### config.mk
export PLATFORM = sky130hd
export DESIGN_NAME = ps2_key_decoder
export DESIGN_NICKNAME = d
export VERILOG_FILES = /design/src/rtl/ps2_key_decoder.sv
export SDC_FILE = /design/constraint.sdc
export NUM_CORES = 1
export LEC_CHECK = 0
export CORE_AREA = 5 5 59 113
export DETAILED_ROUTE_END_ITERATION = 6
export DIE_AREA = 0 0 64 118
export HOLD_SLACK_MARGIN = 0.15
export PLACE_DENSITY = 0.79
export SKIP_CTS_REPAIR_TIMING = 1
export SLEW_MARGIN = 20
export SYNTH_ARGS = -nofsm -noshare
export SYNTH_HDL_FRONTEND = slang
export SYNTH_SLANG_ARGS = --single-unit
export TNS_END_PERCENT = 10
### constraint.sdc
create_clock -name clk_sys -period 2.15 [get_ports clk_sys]
set_clock_uncertainty 0.15 [all_clocks]
set_input_delay 0.645 -clock clk_sys [delete_from_list [all_inputs] [get_ports clk_sys]]
set_output_delay 0.645 -clock clk_sys [all_outputs]
set_load 0.02 [all_outputs]
### src/rtl/ps2_key_decoder.sv
// rtl/ps2_key_decoder.sv - PS/2 keyboard frame receiver and scancode prefix decoder
// Optional macro PS2_PARITY_CHECK_EN enables odd-parity checking of received bytes.
module ps2_key_decoder #(
    parameter int TIMEOUT = 8192
) (
    input  logic       clk_sys,
    input  logic       reset,
    input  logic       ps2_clk,
    input  logic       ps2_data,
    output logic       byte_valid,
    output logic [7:0] byte_data,
    output logic       key_strobe,
    output logic [7:0] key_code,
    output logic       key_ext,
    output logic       key_pressed,
    output logic       key_pause,
    output logic       err_parity,
    output logic       err_frame,
    output logic       err_timeout
);

    localparam int CW = $clog2(TIMEOUT + 1);

    typedef enum logic [1:0] {IDLE, DATA, PARITY, STOP} state_t;

    state_t         state, state_nx;
    logic           clk_s1, clk_s2, clk_prev, fe;
    logic           data_s1, data_s2, data_d;
    logic [7:0]     shift_q;
    logic [2:0]     bit_cnt;
    logic [CW-1:0]  to_cnt;
    logic           timeout_hit;
    logic           parity_bad;
    logic           bv_nx, ef_nx, ep_nx;
    logic           ext, rel;
    logic [2:0]     skip_cnt;

`ifdef PS2_PARITY_CHECK_EN
    logic           parity_q;
    assign parity_bad = ~(^{shift_q, parity_q});
`else
    assign parity_bad = 1'b0;
`endif

    // Clock sync flops reset high so the idle line never looks like a falling edge.
    always_ff @(posedge clk_sys or posedge reset) begin
        if (reset) begin
            clk_s1   <= 1'b1;
            clk_s2   <= 1'b1;
            clk_prev <= 1'b1;
            fe       <= 1'b0;
            data_s1  <= 1'b1;
            data_s2  <= 1'b1;
            data_d   <= 1'b1;
        end else begin
            clk_s1   <= ps2_clk;
            clk_s2   <= clk_s1;
            clk_prev <= clk_s2;
            fe       <= clk_prev & ~clk_s2;
            data_s1  <= ps2_data;
            data_s2  <= data_s1;
            data_d   <= data_s2;
        end
    end

    always_ff @(posedge clk_sys or posedge reset) begin
        if (reset) state <= IDLE;
        else       state <= state_nx;
    end

    always_comb begin
        state_nx    = state;
        timeout_hit = 1'b0;
        bv_nx       = 1'b0;
        ef_nx       = 1'b0;
        ep_nx       = 1'b0;
        case (state)
            IDLE:   if (fe && !data_d)         state_nx = DATA;
            DATA:   if (fe && bit_cnt == 3'd7) state_nx = PARITY;
            PARITY: if (fe)                    state_nx = STOP;
            STOP: begin
                if (fe) begin
                    state_nx = IDLE;
                    if (!data_d)         ef_nx = 1'b1;
                    else if (parity_bad) ep_nx = 1'b1;
                    else                 bv_nx = 1'b1;
                end
            end
            default: state_nx = IDLE;
        endcase
        // An edge in the terminal-count cycle keeps the frame alive.
        if (state != IDLE && !fe && to_cnt == CW'(TIMEOUT)) begin
            timeout_hit = 1'b1;
            state_nx    = IDLE;
        end
    end

    always_ff @(posedge clk_sys or posedge reset) begin
        if (reset) begin
            to_cnt      <= '0;
            bit_cnt     <= 3'd0;
            shift_q     <= 8'h00;
            byte_valid  <= 1'b0;
            byte_data   <= 8'h00;
            err_frame   <= 1'b0;
            err_timeout <= 1'b0;
        end else begin
            if (state == IDLE || fe)
                to_cnt <= '0;
            else if (!timeout_hit)
                to_cnt <= to_cnt + CW'(1);
            if (state == IDLE)
                bit_cnt <= 3'd0;
            else if (state == DATA && fe)
                bit_cnt <= bit_cnt + 3'd1;
            if (state == DATA && fe)
                shift_q <= {data_d, shift_q[7:1]};
            byte_valid  <= bv_nx;
            err_frame   <= ef_nx;
            err_timeout <= timeout_hit;
            if (bv_nx)
                byte_data <= shift_q;
        end
    end

`ifdef PS2_PARITY_CHECK_EN
    always_ff @(posedge clk_sys or posedge reset) begin
        if (reset) begin
            parity_q   <= 1'b0;
            err_parity <= 1'b0;
        end else begin
            if (state == PARITY && fe)
                parity_q <= data_d;
            err_parity <= ep_nx;
        end
    end
`else
    assign err_parity = 1'b0;
`endif

    // Prefix decoder: runs one cycle behind the byte strobe.
    always_ff @(posedge clk_sys or posedge reset) begin
        if (reset) begin
            ext         <= 1'b0;
            rel         <= 1'b0;
            skip_cnt    <= 3'd0;
            key_strobe  <= 1'b0;
            key_pause   <= 1'b0;
            key_code    <= 8'h00;
            key_ext     <= 1'b0;
            key_pressed <= 1'b0;
        end else begin
            key_strobe <= 1'b0;
            key_pause  <= 1'b0;
            if (err_frame || err_parity || err_timeout) begin
                ext      <= 1'b0;
                rel      <= 1'b0;
                skip_cnt <= 3'd0;
            end else if (byte_valid) begin
                if (skip_cnt != 3'd0) begin
                    skip_cnt <= skip_cnt - 3'd1;
                    if (skip_cnt == 3'd1)
                        key_pause <= 1'b1;
                end else begin
                    case (byte_data)
                        8'hE0: ext      <= 1'b1;
                        8'hF0: rel      <= 1'b1;
                        8'hE1: skip_cnt <= 3'd7;
                        default: begin
                            key_code    <= byte_data;
                            key_ext     <= ext;
                            key_pressed <= ~rel;
                            key_strobe  <= 1'b1;
                            ext         <= 1'b0;
                            rel         <= 1'b0;
                        end
                    endcase
                end
            end
        end
    end

    logic unused_ep;
    assign unused_ep = ep_nx;

endmodule

==> flow_summary_export.csv <==
group,metric,value,unit
synth,post_synth_instance_area,2790,um^2
setup_path,worst-path-buf-inv,1,
cts,cts.reportedPaths.clkPinSlew,50,ps
timing,final-max-slew-violation-count,0,
setup_path,setup.worst_path.start,"key_code[5]",
cts,clock-sinks,62,
power,power.ir.vdd_worst,0.838,mV
min_path,whs_endpoint,"data_s2",
synth,syn_nets,248,
power,power_density,1090,nW/um^2
synth,synth_async_sr_flop_share,1.00,
route,drt.antenna.violating_nets,0,
global_routing,grt_start_max_net_pins,47,
power,power.leakage,1.68,nW
setup_path,path_cells,"clkdlybuf4s50_1",
final_layout,final_layout_size_suffix_gt1_frac,0.232,
final_layout,most_frequent_cells_in_the_layout,"dfrtp_1 (56), clkdlybuf4s50_1 (19), nor2_1 (18)",
setup_path,timing.critical_path.from_type,"flop",
route,dr.pass1.iters,4,
timing,finalHoldViolCount,0,
route,vias,1880,
final_layout,layout.filler_cells,434,
cts,clock_insertion_delay_at_the_later_pin_of_the_skew_report,330,ps
setup_path,critical_path.top_delay_family,"buffers and inverters",
cts,cts_htree_levels,3,
placement,portBuffers,26,
min_path,min_delay_path_depth,0,
setup_path,critical_path.max_fanout,2,
placement,pre_cts_ws,133,ps
synth,synth_seq_area_share,0.559,
cts,clock_path_buffers,2,
floorplanning,floorplan.die.width,64,um
setup_path,crit_path_top_delay_cell,"clkdlybuf4s50_1",
route,drt_iter0_drc,97,
final_layout,nets,287,
setup_path,timing.critical_path.arrival,1310,ps
cts,cts_tree,"built",
global_routing,track_usage,0.157,
floorplanning,fp-row-count,39,
route,route.final.wire_length,5530,um
floorplanning,die_area,7550,um^2
final_layout,area.sequential,1560,um^2
setup_path,worst_ep_required_time,1350,ps
synth,ys_types,40,
flow_run,cap_viol_max_count,0,
floorplanning,die_height,118,um
setup_path,timing.critical_path.slowest_cell_delay,620,ps
global_routing,antenna_found_initial,0,
cts,cts_buffers,9,
setup_path,timing_worst_setup_path_type,"reg2out",
synth,postSynthRegisterBits,62,
timing,setup_violations,0,
setup_path,ff2ff_setup_slack,130,ps
timing,setup_slack,43.5,ps
cts,clockRootBuffer,"clkbuf_16",
setup_path,worst-path-stages,1,
setup_path,r2r_cells,6,
synth,synth_top_flop_cell,"dfrtp_1",
global_routing,wire_length_of_the_first_global_routing_pass,9120,um
synth,yosysWarnings,0,
timing,finalCritPeriodShare,0.980,
placement,finalWeightedCongestion,0.780,
floorplanning,initial_utilization,0.488,
timing,finalWorstPathRequiredPeriod,2110,ps
timing,fmax,475,MHz
placement,dp.final_hpwl,3810,um
synth,avgSynthCellArea,12.0,um^2
min_path,min-delay-path-class,"reg2reg",
setup_path,critical_register_to_register_path_startpoint,"skip_cnt[0]",
floorplanning,placeableCoreArea,5710,um^2
setup_path,reg2reg_to,"key_code[6]",
route,drc,0,
global_routing,grt_overflow_total,0,
final_layout,areaGrowthSynthToFinish,25.3,%
synth,syn_inst,232,
final_layout,layout_commonest_cell,"dfrtp_1",
timing,rsz0062_at_grt,"false",
timing,totalNegativeSetupSlack,0,ps
route,wl_per_cell,16.4,um
final_layout,multi_input_comb_area,1150,um^2
final_layout,insertedDiodeCount,0,
floorplanning,top_level_pins,28,
route,post_drt_via_cell_ratio,5.58,
global_routing,via_count_of_the_first_global_routing_pass,1924,
setup_path,setup.worst_path.end_class,"output port",
run_status,run_status,"completed",
synth,synth_edf_count,0,
min_path,hold_start,"data_s1",
[per-layer routing]
layer | global-route usage | vias up | wire length [um]
met5 | 0 | - | 0
met3 | 0.0458 | 10 | 217
li1 | - | 889 | -
met4 | 0.0884 | 0 | 171
met1 | 0.145 | 940 | 1930
met2 | 0.290 | 41 | 3210
[kinds of logic (layout without fill, tap and decap cells)]
family	after synthesis	in the layout	synth area share
simple gates	69	69	0.131
compound gates	30	30	0.0696
xor+xnor	11	11	0.0346
flops	62	62	0.559
mux	27	27	0.119
other cells	1	1	0.00135
fa+ha+maj	12	12	0.0539
buf+inv	20	64	0.0310
[where the power goes]
group	switching [mW]	total (mW)	internal [mW]
Combinational	0.469	0.904	0.435
Clock	0.489	1.41	0.924
Sequential	0.151	1.50	1.35
[registers in the layout, summed over array words and instances (netlist names), 2 cells and up]
signal     cells
skip_cnt       3
shift_q        8
bit_cnt        3
to_cnt        14
state          2
key_code       8
byte_data      8
[metrics by stage]
step | cell area, um^2 | instances | power, mW | hold WS (ps) | util
6_report | 3490 | 337 | 3.82 | 204 | 0.611
5_1_grt | 3490 | 337 | 4.01 | 205 | 0.611
4_1_cts | 3460 | 337 | 3.87 | 205 | 0.607
3_5_place_dp | 3170 | 321 | 2.43 | 197 | 0.555
3_3_place_gp | 3170 | 321 | 2.39 | 197 | 0.555
2_1_floorplan | 2790 | 232 | 2.08 | 195 | -
[cell type report]
class	instances	area share
multi-input cells	150	0.329
clock buffers	12	0.0706
flip-flops and latches	62	0.447
well taps	61	0.0219
repair buffers	35	0.104
inverters	13	0.0151
clock inverters	4	0.0136
[worst max path at each step]
stage	to	slack, ps
floorplan	key_code[0]	180
global placement	key_code[6]	210
detailed placement	key_code[6]	130
CTS	byte_valid	-80
global route	key_code[5]	8
finish	key_code[5]	40
[Yosys cell counts (2+ instances only)]
cell type,number,share of area
a21boi_0,2,0.0054
a21oi_1,10,0.018
clkbuf_1,4,0.0054
dfrtp_1,56,0.50
dfstp_2,6,0.057
ha_1,12,0.054
inv_1,13,0.018
mux2_2,17,0.069
mux2_4,8,0.043
mux2i_1,2,0.0072
nand2_1,13,0.018
nand3_1,7,0.013
nand3b_1,2,0.0054
nand4_1,4,0.0090
nor2_1,18,0.024
nor2b_1,2,0.0045
nor3_1,5,0.0090
nor3b_1,3,0.0081
nor4_1,4,0.0090
o2111ai_1,2,0.0063
o21ai_0,9,0.016
o21ba_2,2,0.0072
o221ai_1,2,0.0063
or2_2,3,0.0067
or3_1,2,0.0045
xnor2_1,6,0.019
xor2_1,5,0.016
(Power assumes the default switching activity.)
